==> config.mk <==
export PLATFORM = sky130hd
export DESIGN_NAME = ddfs_seq
export DESIGN_NICKNAME = d
export VERILOG_FILES = /design/src/rtl/ddfs_seq.sv
export SDC_FILE = /design/constraint.sdc
export NUM_CORES = 1
export LEC_CHECK = 0
export CORE_MARGIN = 3
export CORE_UTILIZATION = 65
export CTS_CLUSTER_SIZE = 8
export DETAILED_ROUTE_END_ITERATION = 8
export PLACE_DENSITY = 0.91
export REMOVE_ABC_BUFFERS = 1
export SLEW_MARGIN = 20
export SYNTH_ARGS = -nofsm -noshare
export SYNTH_HDL_FRONTEND = slang
export SYNTH_SLANG_ARGS = --single-unit
==> constraint.sdc <==
create_clock -name clk -period 11.2 [get_ports clk]
set_input_delay 2.24 -clock clk [delete_from_list [all_inputs] [get_ports clk]]
set_output_delay 2.24 -clock clk [all_outputs]
set_load 0.005 [all_outputs]
==> src/rtl/ddfs_seq.sv <==
// DDFS sequencer: phase accumulator driving an external registered sine ROM,
// with amplitude scaling of the returned word into one PCM sample per accepted tick.
module ddfs_seq #(
  parameter int PW         = 30,
  parameter int ADDR_WIDTH = 8,
  parameter int DATA_WIDTH = 16
) (
  input  logic                  clk,
  input  logic                  reset,
  input  logic                  start,
  input  logic                  stop,
  input  logic                  sample_tick,
  input  logic [PW-1:0]         fccw,
  input  logic [PW-1:0]         focw,
  input  logic [DATA_WIDTH-1:0] amp,
  output logic [ADDR_WIDTH-1:0] rom_addr,
  input  logic [DATA_WIDTH-1:0] rom_dout,
  output logic [DATA_WIDTH-1:0] pcm_out,
  output logic                  pcm_valid,
  output logic                  busy,
  output logic [1:0]            state_dbg
);

  localparam logic [1:0] ST_IDLE  = 2'd0;
  localparam logic [1:0] ST_RUN   = 2'd1;
  localparam logic [1:0] ST_DRAIN = 2'd2;

  localparam logic signed [2*DATA_WIDTH-1:0] SAT_HI =
    {{(DATA_WIDTH+1){1'b0}}, {(DATA_WIDTH-1){1'b1}}};

  // Handshake: sample_tick is a one-cycle strobe with no backpressure; it is
  // accepted only in RUN, and each accepted tick yields exactly one pcm_valid
  // pulse two cycles later unless reset intervenes.

  logic [1:0]            state_q, state_d;
  logic [PW-1:0]         phase_q, phase_d;
  logic [ADDR_WIDTH-1:0] rom_addr_q, rom_addr_d;
  logic [1:0]            inflight_q, inflight_d;
  logic [DATA_WIDTH-1:0] pcm_q, pcm_d;
  logic                  pcm_valid_q, pcm_valid_d;

  logic                         tick_acc;
  logic [PW-1:0]                offset_sum;
  logic [PW-1:0]                offset_shift;
  logic signed [2*DATA_WIDTH-1:0] prod;
  logic signed [2*DATA_WIDTH-1:0] shifted;

  always_comb begin
    state_d      = state_q;
    phase_d      = phase_q;
    rom_addr_d   = rom_addr_q;
    pcm_d        = pcm_q;
    tick_acc     = (state_q == ST_RUN) && sample_tick;
    inflight_d   = {inflight_q[0], tick_acc};
    pcm_valid_d  = inflight_q[1];
    offset_sum   = phase_q + focw;
    offset_shift = offset_sum >> (PW - ADDR_WIDTH);
    prod         = $signed(rom_dout) * $signed(amp);
    shifted      = prod >>> (DATA_WIDTH - 1);

    case (state_q)
      ST_IDLE: begin
        // stop wins over a simultaneous start
        if (start && !stop) begin
          state_d = ST_RUN;
          phase_d = '0;
        end
      end
      ST_RUN: begin
        if (stop) state_d = ST_DRAIN;
      end
      ST_DRAIN: begin
        if (inflight_q == 2'b00) state_d = ST_IDLE;
      end
      default: state_d = ST_IDLE;
    endcase

    if (tick_acc) begin
      rom_addr_d = ADDR_WIDTH'(offset_shift);
      phase_d    = phase_q + fccw;
    end

    // Only full-scale negative squared exceeds the positive range
    if (inflight_q[1]) begin
      if (shifted > SAT_HI) pcm_d = {1'b0, {(DATA_WIDTH-1){1'b1}}};
      else                  pcm_d = DATA_WIDTH'(shifted);
    end
  end

  always_ff @(posedge clk) begin
    if (reset) begin
      state_q     <= ST_IDLE;
      phase_q     <= '0;
      rom_addr_q  <= '0;
      inflight_q  <= '0;
      pcm_q       <= '0;
      pcm_valid_q <= 1'b0;
    end else begin
      state_q     <= state_d;
      phase_q     <= phase_d;
      rom_addr_q  <= rom_addr_d;
      inflight_q  <= inflight_d;
      pcm_q       <= pcm_d;
      pcm_valid_q <= pcm_valid_d;
    end
  end

  assign rom_addr  = rom_addr_q;
  assign pcm_out   = pcm_q;
  assign pcm_valid = pcm_valid_q;
  assign busy      = (state_q != ST_IDLE);
  assign state_dbg = state_q;

endmodule

; ---- After elaboration in Yosys (flattened, before gate mapping)
; Index checks and enable logic that the tools add are counted.
[classes]
n_addsub = 2
n_mul = 1
magnitude_cmp = 1
n_eq_ne = 5
n_mux = 8
n_reduce_logical = 10
[op_table]
columns = op, count
row1 = $mux W30, 3
row2 = $add A30 B30 Y30, 2
row3 = $mul A16 B16 Y32, 1
row4 = $gt A17 B16 Y1 const B, 1
row5 = $mux W16, 1
row6 = $mux W2, 3
row7 = $ne A2 B2 Y1 const B, 3
row8 = $pmux W2 S3, 1
row9 = $reduce_bool A2 Y1, 3
row10 = $logic_not A2 Y1, 2
row11 = $reduce_and A3 Y1, 1
row12 = $eq A2 B1 Y1 const B, 1
row13 = $eq A2 B2 Y1 const B, 1
row14 = $logic_and A1 B1 Y1, 2
row15 = $reduce_and A2 Y1, 1
row16 = $logic_not A1 Y1, 1
[totals]
register_bits = 59
inputBits = 97

; ---- Depth between registers and ports, before layout
[logic_depth]
word_depth = 5
depth_mapped = 25
ltp_nobuf = 23

; ---- Least setup slack after synthesis
; No wires, ideal clock.
[synth_timing]
kind = input -> register
startpoint = in amp[1]
endpoint = reg pcm_q[14], in the netlist pcm_out[14]
setup_time_ns = 0.088
arrival_ns = 8.016
t_required_ns = 11.112
slack_ns = 3.096
stages = 21
n_path_buf = 1
cell_sequence = clkbuf_1 nand2_1 fa_1 fa_1 fa_1 inv_1 fa_1 fa_1 inv_1 fa_1 inv_1 ha_1 a21oi_2 o21ai_2 a2111oi_4 a31oi_1 o211ai_2 a21oi_2 or2_0 or4_1 a311oi_2
[synth_between]
elab_chain_cells = 3
[synth_lines]
columns = item, line_no
row1 = "start, declared", 15  ; input logic [DATA_WIDTH-1:0] amp,
row2 = $mul A16 B16 Y32 *, 58  ; prod = $signed(rom_dout) * $signed(amp);
row3 = $gt A17 B16 Y1, 85  ; if (shifted > SAT_HI) pcm_d = {1'b0, {(DATA_WIDTH-1){1'b1}}};
row4 = $mux W16 *, 85
row5 = "end signal, assigned", 103  ; pcm_q <= pcm_d;
row6 = "end, declared", 39  ; logic [DATA_WIDTH-1:0] pcm_q, pcm_d;
; Mark *: on every way between the ends. The rest lies on a longest branch, timed or not.
; A chain may end at the register's enable or synchronous reset.

; ---- Final worst setup path
[layout_timing]
startpoint = in rom_dout[15]
endpoint = reg pcm_q[2], in the netlist pcm_out[2]
[layout_between]
elab_chain_cells = 3
[layout_lines]
columns = item, line_no
row1 = "start, declared", 17  ; input logic [DATA_WIDTH-1:0] rom_dout,
row2 = $mul A16 B16 Y32 *, 58
row3 = $gt A17 B16 Y1, 85
row4 = $mux W16 *, 85
; Marked as above.

==> impl_metrics.yaml <==
floorplanning:
  rows: 52
  die-area_mm2: 0.02272
  coreArea_mm2: 0.02043
  fp.dieH_um: 150.7
  die_x_um: 150.7
  io_pins: 125
  start_util: 0.6666
clock_network:
  cts_tree: "done"
  clk_latency_ns: 0.34
  cts_buffers: 9
  root_buffer: "clkbuf_16"
  clockBufferDepth: 2
  h-tree-depth: 3
  ctsResizeCount: 0
  post_cts.repair.setup_buffers: 0
  postCtsHoldBufs: 0
  cts.sinks: 59
  cts.reportedPaths.clkPinSlew_ns: 0.05
timing:
  worst_pin_slew_ns: 1.128
  fin_crit_ns: 9.347
  timing.setup.tns_ns: 0
  final_max_slew_viol_count: 0
  whs_ns: 0.4596
  finalHoldViolations: 0
  setup_viol_count_final: 0
  max_slew_margin: 0.2482
  max_freq_mhz: 107.0
  rsz0062_at_grt: "false"
  skew_ns: 0.005412
  period_share: 0.8345
placed_design:
  gp_congestion: 0.9145
  port_buffers: 124
  hpwl_um: 27810
  dp_cells: 1878
  dpl_cell_area_mm2: 0.01500
drt:
  drt_iter0_drc: 618
  wl_um: 34080
  avgRoutedWirePerCell_um: 17.99
  ant_nets: 0
  num_vias: 11154
  first_pass_iters: 6
  drcViolationCount: 0
  vias_per_cell: 5.889
worst_setup_path:
  path_class: "input pin to register"
  cp-end-kind: "register"
  worst-path-max-fanout: 16
  critPathArrivalTime_ns: 9.59
  cp-start-kind: "input pin"
  critPathRequiredTime_ns: 11.44
logic_synthesis:
  synthAdderAreaFrac: 0.5101
  synth.avg_cell_area_um2: 8.872
  synthSimpleGateAreaFrac: 0.1568
  ys_async_sr_fraction: 0
  synth-compound-area-share: 0.1093
  synth_seq_cells: 59
  yosys_warnings: 0
  synth.area.mux_share: 0.0007350
  ys_seq_area_frac: 0.08673
  syn_inst: 1535
  synth_edf_count: 0
  synth_top_family_by_area: "adder cells"
  synth-xor-area-share: 0.03473
  ys_dominant_reg_cell: "dfxtp_1"
  syn-cell-area_mm2: 0.01362
  ys_types: 61
global_route:
  grt_pass1_vias: 12239
  antenna_found_initial: 0
  grt_overflow_total: 0
  grt_pass1_wl_um: 57040
  track_usage: 0.3179
  grt_max_degree: 53
final_layout:
  fill_cells: 1436
  drive_gt1_frac: 0.01847
  ff_latch_area_mm2: 0.001181
  area_growth_pct: 12.51
  layout_commonest_cell: "inv_1"
  final_cell_mix: "316 x inv_1, 262 x fa_1, 165 x nand2_1"
  final_cells: 1894
  postLayoutCellArea_mm2: 0.01532
  nNetsFinal: 2114
  n_antenna_cell: 0
  multiInputGateArea_mm2: 0.01105
run:
  maxCapViolCount: 0
outcome:
  status: "completed"
worst_hold_path:
  hp-class: "register to register"
cell type report:
cell class	instances	share of cell area
Sequential cell	59	0.07709
Inverter	316	0.07741
Multi-Input combinational cell	1108	0.7215
Timing Repair Buffer	125	0.08117
Clock inverter	6	0.005879
Tap cell	270	0.02205
Clock buffer	10	0.01494
cells in the mapped netlist, types with 10 or more instances:
library cell,n,area (um^2)
a21o_1,14,105.1
a21oi_1,58,290.3
a22oi_1,17,127.6
a311oi_1,12,105.1
and2_1,123,769.5
clkbuf_1,50,187.7
dfxtp_1,59,1181
fa_1,262,5245
ha_1,136,1702
inv_1,316,1186
nand2_1,165,619.3
nand3_1,13,65.06
nor2_1,63,236.5
nor3_1,12,60.06
o21a_1,12,90.09
o21ai_0,42,210.2
o21bai_1,10,75.07
xnor2_1,29,254.0
xor2_1,25,219.0
worst paths after layout:
check / from / to / cells after the start / slack [ns]
max: rom_dout[15] / pcm_out[2] / 20 / 1.85
min: rom_addr[2] / rom_addr[2] / 2 / 0.46
max reg2reg: phase_q[1] / rom_addr[5] / 10 / 7.97
min reg2reg: rom_addr[2] / rom_addr[2] / 2 / 0.46
logic make-up after synthesis:
family,after synthesis
simple gates,434
fa+ha+maj,398
buf+inv,368
compound gates,221
flops,59
xor+xnor,54
mux,1
registers in the layout, indices dropped and copies added, names as in the netlist:
name	cells
phase_q	30
pcm_out	16
rom_addr	8
inflight_q	2
state_dbg	2
pcm_valid	1
through the flow:
stage,util,worst slack [ns]
6_report,0.7500,1.853
5_1_grt,0.7500,1.528
4_1_cts,0.7500,1.935
3_5_place_dp,0.7344,1.581
3_3_place_gp,0.7344,2.013
2_1_floorplan,-,3.291
worst max-delay path: stages:
cell and delay (ns):
clkdlybuf4s50_1 0.79, nand2_1 0.29, inv_1 0.11, fa_1 0.80, fa_1 0.69, fa_1 0.66, inv_1 0.09, fa_1 0.48
inv_1 0.05, fa_1 0.52, inv_1 0.06, fa_1 0.55, inv_1 0.05, ha_1 0.22, xnor2_1 0.28, xnor2_1 0.21
xnor2_1 0.15, xnor2_1 0.34, nand3b_1 0.54, a311oi_1 0.44
metal layers:
layer  track usage  share of wire
met5             0              0
met4        0.1881          0.070
met3       0.05388          0.055
met2        0.5535           0.52
met1        0.3678           0.36
Power is left out: the tool's default activity adds up to more than one toggle a clock period on the data nets, which glitch-free logic cannot reach.
